[src/rtl/lsu_pkg.sv]
// Shared definitions for the load/store unit: size codes, FSM states,
// response latency and the alignment rule.
package lsu_pkg;

    localparam logic [1:0] SZ_BYTE = 2'b00;
    localparam logic [1:0] SZ_HALF = 2'b01;
    localparam logic [1:0] SZ_WORD = 2'b10;
    localparam logic [1:0] SZ_RSVD = 2'b11;

    // Cycles from accept to the RESP cycle for a load or a word store.
    localparam int RESP_LATENCY = 2;

    typedef enum logic [1:0] {
        IDLE = 2'b00,
        RD   = 2'b01,
        WR   = 2'b10,
        RESP = 2'b11
    } lsu_state_t;

    // A half must sit on an even address and a word on a multiple of four.
    function automatic logic is_misaligned(input logic [1:0] size, input logic [1:0] lo);
        return ((size == SZ_HALF) && lo[0]) || ((size == SZ_WORD) && (lo != 2'b00));
    endfunction

endpackage

[src/rtl/lsu_lane_mux.sv]
// Little-endian lane extraction for loads and lane merge for sub-word stores.
module lsu_lane_mux
    import lsu_pkg::*;
(
    input  logic [1:0]  size,
    input  logic        zero_ext,
    input  logic [1:0]  lane,
    input  logic [31:0] rdata,
    input  logic [31:0] wdata,
    output logic [31:0] load_data,
    output logic [31:0] merged
);

    logic [7:0]  byte_sel;
    logic [15:0] half_sel;

    // Pick the addressed byte/half out of the memory word and extend it.
    always_comb begin
        byte_sel  = 8'h00;
        half_sel  = lane[1] ? rdata[31:16] : rdata[15:0];
        load_data = rdata;
        case (lane)
            2'd0:    byte_sel = rdata[7:0];
            2'd1:    byte_sel = rdata[15:8];
            2'd2:    byte_sel = rdata[23:16];
            default: byte_sel = rdata[31:24];
        endcase
        case (size)
            SZ_BYTE: load_data = {{24{~zero_ext & byte_sel[7]}}, byte_sel};
            SZ_HALF: load_data = {{16{~zero_ext & half_sel[15]}}, half_sel};
            default: load_data = rdata;
        endcase
    end

    // Overwrite only the addressed lane of the word read back from memory.
    always_comb begin
        merged = rdata;
        case (size)
            SZ_BYTE: begin
                case (lane)
                    2'd0:    merged[7:0]   = wdata[7:0];
                    2'd1:    merged[15:8]  = wdata[7:0];
                    2'd2:    merged[23:16] = wdata[7:0];
                    default: merged[31:24] = wdata[7:0];
                endcase
            end
            SZ_HALF: begin
                if (lane[1]) begin
                    merged[31:16] = wdata[15:0];
                end else begin
                    merged[15:0] = wdata[15:0];
                end
            end
            default: merged = wdata;
        endcase
    end

endmodule

[src/rtl/load_store_unit.sv]
// Load/store unit: one request at a time, read-modify-write for sub-word
// stores, single-cycle response pulse.
module load_store_unit
    import lsu_pkg::*;
#(
    parameter int CHECK_ALIGN = 1
)
(
    input  logic        clk,
    input  logic        rst_n,
    input  logic        req_valid,
    output logic        req_ready,
    input  logic        req_we,
    input  logic [1:0]  req_size,
    input  logic        req_unsigned,
    input  logic [31:0] req_addr,
    input  logic [31:0] req_wdata,
    output logic        resp_valid,
    output logic [31:0] resp_rdata,
    output logic        resp_err,
    output logic [31:0] mem_addr,
    output logic [31:0] mem_wdata,
    output logic        mem_write,
    output logic        mem_read,
    input  logic [31:0] mem_rdata
);

    lsu_state_t  state;
    lsu_state_t  state_next;

    logic        lat_we;
    logic [1:0]  lat_size;
    logic        lat_unsigned;
    logic [31:0] lat_addr;
    logic [31:0] lat_wdata;
    logic        lat_err;
    logic [31:0] rdata_q;
    logic [31:0] merge_q;

    logic        accept;
    logic        req_err;
    logic [31:0] load_data;
    logic [31:0] merged;

    assign accept  = (state == IDLE) && req_valid;
    assign req_err = (req_size == SZ_RSVD) ||
                     ((CHECK_ALIGN != 0) && is_misaligned(req_size, req_addr[1:0]));

    lsu_lane_mux u_lane_mux (
        .size      (lat_size),
        .zero_ext  (lat_unsigned),
        .lane      (lat_addr[1:0]),
        .rdata     (mem_rdata),
        .wdata     (lat_wdata),
        .load_data (load_data),
        .merged    (merged)
    );

    // State register; reset drops any in-flight request.
    always_ff @(posedge clk or negedge rst_n) begin
        if (!rst_n) begin
            state <= IDLE;
        end else begin
            state <= state_next;
        end
    end

    // Next state: errors skip memory, word stores skip the read.
    always_comb begin
        state_next = state;
        case (state)
            IDLE: begin
                if (req_valid) begin
                    if (req_err) begin
                        state_next = RESP;
                    end else if (req_we && (req_size == SZ_WORD)) begin
                        state_next = WR;
                    end else begin
                        state_next = RD;
                    end
                end
            end
            RD:      state_next = lat_we ? WR : RESP;
            WR:      state_next = RESP;
            RESP:    state_next = IDLE;
            default: state_next = IDLE;
        endcase
    end

    // Outputs decoded from state; memory bus is quiet outside RD/WR.
    always_comb begin
        req_ready  = 1'b0;
        mem_read   = 1'b0;
        mem_write  = 1'b0;
        mem_addr   = 32'h0;
        mem_wdata  = 32'h0;
        resp_valid = 1'b0;
        resp_err   = 1'b0;
        resp_rdata = 32'h0;
        case (state)
            IDLE: req_ready = 1'b1;
            RD: begin
                mem_read = 1'b1;
                mem_addr = {lat_addr[31:2], 2'b00};
            end
            WR: begin
                mem_write = 1'b1;
                mem_addr  = {lat_addr[31:2], 2'b00};
                mem_wdata = (lat_size == SZ_WORD) ? lat_wdata : merge_q;
            end
            RESP: begin
                resp_valid = 1'b1;
                resp_err   = lat_err;
                resp_rdata = rdata_q;
            end
            default: ;
        endcase
    end

    // Latch the request on accept, capture load data or merged word in RD.
    always_ff @(posedge clk or negedge rst_n) begin
        if (!rst_n) begin
            lat_we       <= 1'b0;
            lat_size     <= 2'b00;
            lat_unsigned <= 1'b0;
            lat_addr     <= 32'h0;
            lat_wdata    <= 32'h0;
            lat_err      <= 1'b0;
            rdata_q      <= 32'h0;
            merge_q      <= 32'h0;
        end else if (accept) begin
            lat_we       <= req_we;
            lat_size     <= req_size;
            lat_unsigned <= req_unsigned;
            lat_addr     <= req_addr;
            lat_wdata    <= req_wdata;
            lat_err      <= req_err;
            rdata_q      <= 32'h0;
            merge_q      <= 32'h0;
        end else if (state == RD) begin
            if (lat_we) begin
                merge_q <= merged;
            end else begin
                rdata_q <= load_data;
            end
        end
    end

endmodule

[config.mk]
export PLATFORM = sky130hd
export DESIGN_NAME = load_store_unit
export DESIGN_NICKNAME = d
export VERILOG_FILES = /design/src/rtl/lsu_pkg.sv /design/src/rtl/lsu_lane_mux.sv /design/src/rtl/load_store_unit.sv
export SDC_FILE = /design/constraint.sdc
export NUM_CORES = 1
export LEC_CHECK = 0
export CAP_MARGIN = 20
export CELL_PAD_IN_SITES_DETAIL_PLACEMENT = 1
export CELL_PAD_IN_SITES_GLOBAL_PLACEMENT = 2
export CORE_ASPECT_RATIO = 1.25
export CORE_MARGIN = 1
export CORE_UTILIZATION = 40
export DETAILED_ROUTE_END_ITERATION = 12
export DONT_BUFFER_PORTS = 1
export PLACE_DENSITY_LB_ADDON = 0.08
export SLEW_MARGIN = 20
export SYNTH_ARGS = -nofsm -noshare
export SYNTH_HDL_FRONTEND = slang
export SYNTH_SLANG_ARGS = --single-unit
[constraint.sdc]
create_clock -name clk -period 4.5 [get_ports clk]
set_input_delay 0.9 -clock clk [delete_from_list [all_inputs] [get_ports clk]]
set_output_delay 0.9 -clock clk [all_outputs]
set_load 0.01 [all_outputs]
## After elaboration in Yosys (flattened, before gate mapping)

Index checks and enable logic that the tools add are counted.

- Register bits: 135
- Input port bits: 103
- Output and inout bits: 101
- Word-level logic and storage cells: 70

- Equal/unequal tests: 12
- Mux-type cells: 30
- Bitwise operators: 3
- Reductions and logical operators: 16

Operators by type and width:

| cell | count |
|---|---|
| 32-bit 2-to-1 mux | 10 |
| 32-bit one-hot mux with 2 select lines | 2 |
| 16-bit 2-to-1 mux | 3 |
| 8-bit 2-to-1 mux | 4 |
| 8-bit one-hot mux with 3 select lines | 1 |
| 2-bit equality test (second input constant) | 6 |
| 2-bit by 1-bit equality test with 1-bit output (second input constant) | 4 |
| 2-bit one-hot mux with 4 select lines | 1 |
| 2-bit zero test | 3 |
| 1-bit 2-to-1 mux | 6 |
| 2-bit 2-to-1 mux | 3 |
| 2-bit nonzero test | 3 |
| 1-bit logical AND | 4 |
| 2-bit AND reduction | 2 |
| 3-bit OR reduction | 1 |
| 1-bit bitwise AND | 2 |
| 1-bit logical OR | 2 |
| 2-bit by 1-bit inequality test with 1-bit output (second input constant) | 1 |
| 2-bit inequality test (second input constant) | 1 |
| 2-bit OR reduction | 1 |
| 1-bit NOT | 1 |

## Longest topological paths before layout

Gate-level depths: netlist (run 1).

- Depth after elaboration: 7
- Depth in mapped cells: 8
- Depth with buffers taken out: 6

## Cells and area by module

A second synthesis (run 1) with hierarchy kept.

- Cells, all modules: 957
- Area total of the unflattened synthesis: 8096.5 µm²

Modules (own cells, without submodules):

| module | instances | cells each | area an instance (µm²) | seq. area each (µm²) |
|---|---|---|---|---|
| load_store_unit | 1 | 706 | 6168.4 | 3378.2 |
| lsu_lane_mux | 1 | 251 | 1928.1 | 0.0 |

## Least setup slack after synthesis (run 1)

No wires, ideal clock.

- Kind: flip-flop to output port
- Start: register lat_size[0]
- End: output mem_wdata[10]
- Arrival time: 1.439 ns
- Required time: 3.600 ns
- Slack: 2.161 ns
- Cell stages (with the launch flop): 6
- Buffers on the path: 2
- Cell sequence: dfrtp_1 > clkbuf_1 > nand2b_1 > clkbuf_1 > nand2_1 > a21boi_0

- Cells in the longest elaborated chain, start to end: 3

Ends and longest elaborated chain:

| what | line | text |
|---|---|---|
| from (decl) | load_store_unit.sv:32 | `logic [1:0] lat_size;` |
| from (signal assigned) | load_store_unit.sv:133 | `lat_size <= req_size;` |
| 2-bit equality test | load_store_unit.sv:109 | `mem_wdata = (lat_size == SZ_WORD) ? lat_wdata : merge_q;` |
| 32-bit 2-to-1 mux | load_store_unit.sv:109 |  |
| 32-bit 2-to-1 mux | load_store_unit.sv:100 | `case (state)` |
| to (decl) | load_store_unit.sv:22 | `output logic [31:0] mem_wdata,` |

No other way between the ends.

## Worst setup path after layout (run 1)

- Start: register lat_size[1]
- End: output mem_wdata[26]

Same word-level chain as after synthesis.

==> results of run 1 <==
-- cells in the mapped netlist --
cell type and n:
sky130_fd_sc_hd__o221ai_1 7, sky130_fd_sc_hd__or2_2 1, sky130_fd_sc_hd__o21ai_0 46, sky130_fd_sc_hd__a22oi_1 9, sky130_fd_sc_hd__nand4b_1 1, sky130_fd_sc_hd__buf_4 2
sky130_fd_sc_hd__buf_2 4, sky130_fd_sc_hd__buf_1 4, sky130_fd_sc_hd__o21a_1 8, sky130_fd_sc_hd__mux2_2 11, sky130_fd_sc_hd__clkbuf_1 53, sky130_fd_sc_hd__o22ai_1 8
sky130_fd_sc_hd__a32o_1 15, sky130_fd_sc_hd__and2_0 1, sky130_fd_sc_hd__a211o_1 6, sky130_fd_sc_hd__or3b_2 1, sky130_fd_sc_hd__a221o_1 6, sky130_fd_sc_hd__nor3_1 12
sky130_fd_sc_hd__a21oi_4 1, sky130_fd_sc_hd__a2111oi_4 1, sky130_fd_sc_hd__a21boi_0 32, sky130_fd_sc_hd__nor2_1 29, sky130_fd_sc_hd__a31oi_1 9, sky130_fd_sc_hd__ha_1 4
sky130_fd_sc_hd__nand3_1 1, sky130_fd_sc_hd__o2111ai_1 1, sky130_fd_sc_hd__conb_1 1, sky130_fd_sc_hd__inv_1 11, sky130_fd_sc_hd__a21o_1 1, sky130_fd_sc_hd__a22oi_4 1
sky130_fd_sc_hd__a21oi_1 11, sky130_fd_sc_hd__o21ba_2 1, sky130_fd_sc_hd__nand2b_1 13, sky130_fd_sc_hd__clkinv_1 1, sky130_fd_sc_hd__buf_6 1, sky130_fd_sc_hd__nor2b_1 3
sky130_fd_sc_hd__a221o_2 10, sky130_fd_sc_hd__mux2i_1 8, sky130_fd_sc_hd__and2_1 64, sky130_fd_sc_hd__o31ai_1 14, sky130_fd_sc_hd__dfrtp_1 135, sky130_fd_sc_hd__and3_1 1
sky130_fd_sc_hd__nand2_1 294, sky130_fd_sc_hd__o22a_1 7, sky130_fd_sc_hd__o211ai_1 10
-- cell usage in the layout (no fill, tap or decap), types with 2 or more instances in the layout --
cell,instances
sky130_fd_sc_hd__nor3_1,12
sky130_fd_sc_hd__o21a_1,8
sky130_fd_sc_hd__a211o_1,6
sky130_fd_sc_hd__mux2_2,11
sky130_fd_sc_hd__conb_1,2
sky130_fd_sc_hd__a221o_1,6
sky130_fd_sc_hd__clkinv_2,2
sky130_fd_sc_hd__a21oi_1,10
sky130_fd_sc_hd__ha_1,4
sky130_fd_sc_hd__a21boi_0,32
sky130_fd_sc_hd__nor2_1,27
sky130_fd_sc_hd__nand2b_1,13
sky130_fd_sc_hd__bufinv_16,2
sky130_fd_sc_hd__clkinv_4,3
sky130_fd_sc_hd__buf_4,45
sky130_fd_sc_hd__a221o_2,10
sky130_fd_sc_hd__nor2b_1,3
sky130_fd_sc_hd__o21ai_0,46
sky130_fd_sc_hd__clkbuf_16,17
sky130_fd_sc_hd__a32o_1,15
sky130_fd_sc_hd__o221ai_1,7
sky130_fd_sc_hd__inv_6,3
sky130_fd_sc_hd__o22ai_1,8
sky130_fd_sc_hd__nand2_1,293
sky130_fd_sc_hd__o211ai_1,10
sky130_fd_sc_hd__dfrtp_1,135
sky130_fd_sc_hd__o31ai_1,14
sky130_fd_sc_hd__o22a_1,7
sky130_fd_sc_hd__and2_1,63
sky130_fd_sc_hd__a31oi_1,9
sky130_fd_sc_hd__clkinvlp_4,3
sky130_fd_sc_hd__mux2i_1,8
sky130_fd_sc_hd__a22oi_1,9
sky130_fd_sc_hd__inv_1,11
-- layout make-up --
| cell class | instances | area (um^2) |
|---|---|---|
| clock buffer | 19 | 443 |
| fill | 2080 | 9380 |
| tap | 224 | 280 |
| inverter | 12 | 45.0 |
| multi-input combinational | 650 | 3620 |
| clock inverter | 13 | 145 |
| sequential | 135 | 3380 |
| timing repair buffer | 45 | 338 |
-- registers in the layout (all words and copies together) (netlist names) --
signal,count
lat_unsigned,1
lat_size,2
rdata_q,32
state,2
lat_addr,32
lat_wdata,32
lat_we,1
lat_err,1
merge_q,32
-- kinds of logic after synthesis --
kind of cell	after synthesis	share of synthesized area
buf+inv	76	0.0419
mux	19	0.0280
compound gates	204	0.210
fa+ha+maj	4	0.00687
other cells	1	0.000515
simple gates	421	0.249
flops	135	0.464
-- metal layers --
metal / global-route usage / up-vias / share of wire
met5: 0 / - / 0
met4: 0.103 / 0 / 0.029
met3: 0.0623 / 35 / 0.063
met2: 0.431 / 191 / 0.49
met1: 0.334 / 3095 / 0.42
li1: - / 2924 / -
-- critical path, cell delays in order, from the launching register on --
cell and delay, ps:
sky130_fd_sc_hd__dfrtp_1 340, sky130_fd_sc_hd__inv_1 60, sky130_fd_sc_hd__nor2_2 510, sky130_fd_sc_hd__buf_4 360, sky130_fd_sc_hd__nand2_1 90, sky130_fd_sc_hd__a21boi_0 220, sky130_fd_sc_hd__buf_4 170
-- power breakdown --
group	switching [uW]	internal [uW]
clock	559	836
sequential	446	1740
combinational	1770	1060
total	2770	3640
-- stage by stage --
step	instance area (um^2)	std cells	hold slack (ps)	power (uW)
CTS	8250	1098	160	6490
floorplan	7290	861	438	4160
detailed placement	7660	1066	459	5060
finish	8250	1098	176	6410
global placement	7660	1066	452	4930
global route	8250	1098	157	6890
-- worst paths after layout --
path / slack, ps / end / from / cells after the start
max: 1430 / mem_wdata[26] / lat_size[1] / 6
min: 180 / merge_q[2] / rst_n / 0
max reg2reg: 1770 / rdata_q[29] / lat_addr[1] / 5
min reg2reg: 470 / lat_addr[29] / lat_addr[29] / 2
max in group asynchronous: 3980 / lat_wdata[10] / rst_n / 0
min in group clk: 470 / lat_addr[29] / lat_addr[29] / 2
==> qor.csv, run 1 <==
metric;value;unit
final_util;0.468;
finish.net_count;968;
worst_skew_pair.late_latency;420;ps
avgSynthCellArea;8.47;um^2
fin_ws;1430;ps
cts.sink_count;135;
drt_first_pass_iters;5;
worstSetupEndpointType;output port;
fp.dieArea;0.0188;mm^2
globalRouteTotalUtil;0.264;
synthesis.yosys.warnings;0;
placement_rows;54;
h_tree_depth_reported_by_cts;4;
post_cts_hold_buffer_count;0;
numCtsBuffers;17;
largest_net_degree_at_the_start_of_global_routing;136;
cellPowerDensity;777;mW/mm^2
post-route-drc-count;0;
wl_per_cell;21.8;um
number_of_drc_violations_after_detailed_routing_iteration_0;339;
leakage;0.00377;uW
min_period_over_period;0.682;
globalplace.congestion;0.856;
finalCriticalPeriod;3070;ps
grt_antenna_before_repair;0;
maxSlewViolCount;0;
netlist_instances;860;
slew-limit-headroom;0.257;
tritoncts;yes;
via_count_of_the_first_global_routing_pass;6649;
share_of_the_synthesized_area_in_the_top_cell_type;0.464;
max_slew.worst_pin.slew;1110;ps
yosysTopAreaCell;sky130_fd_sc_hd__dfrtp_1;
synthesis.area;0.00728;mm^2
core_region_area;0.0176;mm^2
fmax;0.326;GHz
critical_path_required;3600;ps
seq_area_frac_synth;0.464;
yosys_cell_types;45;
total_global_routing_overflow;0;
report.final.setup_viol;0;
critical_path.max_fanout;18;
via_count;6245;
ranking_of_synthesized_cells_by_area;sky130_fd_sc_hd__dfrtp_1 46%, sky130_fd_sc_hd__nand2_1 15%, sky130_fd_sc_hd__and2_1 5.5%;
die_width;123;um
floorplan.initialDensity;0.413;
critPathLaunchType;register;
num_io_pins;204;
clock_skew;9.68;ps
outcome;complete, no violations;
post-cts-setup-buffers;0;
detail_route.wirelength;24.0;mm
drive_above_1_share;0.124;
peak_supply_drop;0.314;mV
drtAntennaViolNets;0;
clock_tree.root_cell;sky130_fd_sc_hd__clkbuf_16;
grt_first_pass_wirelength;37.7;mm
dpl_worst_slack;1800;ps
synth.ff_latch_count;135;
fin_tns_setup;0;ps
rsz0062_at_grt;false;
max-clock-path-buffers;2;
avgViaCountPerCell;5.69;
min_path_type;input port to asynchronous set/reset pin;
hold_viol_final;0;
detailedPlacementHpwl;17.6;mm
maxCapViolCount;0;
floorplan.die.height;153;um
cp_data_arrival_time;2170;ps
antenna-diode-count;0;
postCtsResizedCells;0;
worst_setup_hold_path_clk_slew;60;ps
timing_worst_setup_path_type;register to output port;
place.port_buffers;0;
syn2layout_area_growth;13.3;%
Power figures use the tool's default switching activity.
==> run 2: changes to the inputs <==
CORE_UTILIZATION = 37   (was 40)
clock period = 3 ns   (was 4.5 ns; I/O delays follow)
==> qor.csv, run 2 (synthesized netlist as in run 1, its figures left out) <==
metric;value;unit;change
worst_setup_hold_path_clk_slew;60;ps;about the same
clock_skew;9.10;ps;-0.585 ps
globalRouteTotalUtil;0.257;;-0.00716
max_slew.worst_pin.slew;912;ps;-197 ps
antenna-diode-count;0;;unchanged
final_util;0.435;;-0.0329
routed_met3_length;1.45;mm;-4.7%
cellPowerDensity;1170;mW/mm^2;+51%
syn2layout_area_growth;15.9;%;
floorplan.initialDensity;0.376;;-0.0376
via_count;6355;;+1.8%
critical_path_required;2400;ps;-1200 ps
total_global_routing_overflow;0;;unchanged
leakage;0.00385;uW;+2.2%
globalplace.congestion;0.823;;-3.9%
post-route-drc-count;0;;unchanged
min_period_over_period;0.886;;
post-cts-setup-buffers;0;;unchanged
fin_tns_setup;0;ps;unchanged
layout_common_cells;293 x sky130_fd_sc_hd__nand2_1, 135 x sky130_fd_sc_hd__dfrtp_1, 63 x sky130_fd_sc_hd__and2_1;;
via_count_of_the_first_global_routing_pass;6855;;+3.1%
floorplan.die.height;159;um;+3.9%
cts.sink_count;135;;unchanged
h_tree_depth_reported_by_cts;4;;unchanged
largest_incremental_delay_on_the_critical_path;370;ps;-140 ps
maxSlewViolCount;0;;unchanged
timing_worst_setup_path_type;register to output port;;
largest_net_degree_at_the_start_of_global_routing;136;;unchanged
num_io_pins;204;;unchanged
peak_supply_drop;0.488;mV;+55%
worstSetupEndpointType;output port;;
outcome;complete, but fails checks;;
drive_above_1_share;0.137;;+0.0132
detailedPlacementHpwl;18.2;mm;+3.6%
tritoncts;yes;;
grt_first_pass_wirelength;39.5;mm;+4.8%
post_layout_nonfiller_instances;1150;;+4.7%
cp_data_arrival_time;2060;ps;-110 ps
placement_rows;57;;+5.6%
dr_wl_met2;12.4;mm;+5.8%
avgViaCountPerCell;5.53;;-2.8%
slew-limit-headroom;0.392;;+0.134
rr_startpoint;state[0];;
worst_skew_pair.late_latency;420;ps;about the same
violations;negative hold slack;;
max-clock-path-buffers;2;;unchanged
critPathLaunchType;register;;
highest_layer;met4;;
fmax;0.376;GHz;
critical_path.startpoint;lat_size[0];;
grt_antenna_before_repair;0;;unchanged
number_of_drc_violations_after_detailed_routing_iteration_0;289;;-15%
drtAntennaViolNets;0;;unchanged
maxCapViolCount;0;;unchanged
dpl.cell_count;1118;;+4.9%
wl_per_cell;21.8;um;-0.41%
finish.net_count;979;;+1.1%
drt_first_pass_iters;5;;unchanged
layout.cells.most_common;sky130_fd_sc_hd__nand2_1;;
min_path_type;input port to asynchronous set/reset pin;;
critical_path.max_fanout;29;;+11
report.final.setup_viol;0;;unchanged
fp.dieArea;0.0203;mm^2;+8.0%
reg2reg_to;merge_q[29];;
fin_ws;343;ps;-1090 ps
finalCriticalPeriod;2660;ps;
numCtsBuffers;17;;unchanged
die_width;128;um;+3.9%
rsz0062_at_grt;false;;
hold_ws;-134;ps;-310 ps
reg2reg_depth;6;;+1
regToRegSetupSlack;480;ps;-1290 ps
worst_path_max_delay_cell;sky130_fd_sc_hd__dfrtp_1;;
cpMostUsedCell;sky130_fd_sc_hd__buf_4;;
wl_met1;10.3;mm;+1.9%
dpl_worst_slack;406;ps;-1390 ps
clock_tree.root_cell;sky130_fd_sc_hd__clkbuf_16;;
postCtsResizedCells;0;;unchanged
critical_path_cell_by_cell;buf_4, nor2_2, buf_4, nand2_1, a21boi_0, buf_4;;
detail_route.wirelength;25.0;mm;+4.3%
core_region_area;0.0194;mm^2;+10%
hold_viol_final;135;;+135
place.port_buffers;0;;unchanged
-- run 2: cell count changes in the layout (fill, tap and decap cells not counted) --
cell	previous run	this run
sky130_fd_sc_hd__nor3_1	12	11
sky130_fd_sc_hd__nor3_2	0	1
sky130_fd_sc_hd__clkinvlp_4	3	2
sky130_fd_sc_hd__buf_12	0	1
sky130_fd_sc_hd__nor2_4	1	0
sky130_fd_sc_hd__clkbuf_8	1	0
sky130_fd_sc_hd__bufinv_16	2	4
sky130_fd_sc_hd__nor2_2	1	3
sky130_fd_sc_hd__nor2_1	27	26
sky130_fd_sc_hd__buf_4	45	55
-- run 2: per-layer routing --
layer | GRT usage | vias to the layer above
met1 | 0.311 | 3171
met3 | 0.0569 | 52
li1 | - | 2949
met2 | 0.431 | 183
met5 | 0 | -
met4 | 0.120 | 0
-- run 2: stage by stage --
step / power, uW / instance area, um^2
floorplan: 6240 / 7290
global placement: 7510 / 7800
detailed placement: 7710 / 7810
CTS: 10000 / 8430
global route: 10600 / 8440
finish: 9910 / 8440
-- run 2: power by group --
group | internal (uW) | switching, uW | leakage [uW]
combinational | 1670 | 2780 | 0.00182
clock | 1400 | 862 | 0.000301
sequential | 2620 | 576 | 0.00173
-- run 2: final cells by class --
type | count | area (um^2)
Sequential cell | 135 | 3380
Clock inverter | 14 | 198
Tap cell | 265 | 332
Multi-Input combinational cell | 650 | 3620
Timing Repair Buffer | 56 | 433
Inverter | 12 | 45.0
Fill cell | 2288 | 11000
Clock buffer | 18 | 429
-- run 2: critical path: cells and delay by family (launching register included) --
family          cells  cell delay, ps
simple gates        2             260
flops               1             370
buf+inv             3             680
compound gates      1             310
-- run 2: worst max path at each step --
| stage | to | slack, ps | depth (start not counted) |
|---|---|---|---|
| 3_3_place_gp | merge_q[31] | 300 | 6 |
| 6_report | mem_wdata[7] | 340 | 6 |
| 2_1_floorplan | mem_wdata[10] | 960 | 5 |
| 3_5_place_dp | merge_q[24] | 410 | 7 |
| 4_1_cts | mem_wdata[8] | 270 | 5 |
| 5_1_grt | mem_wdata[21] | 210 | 6 |
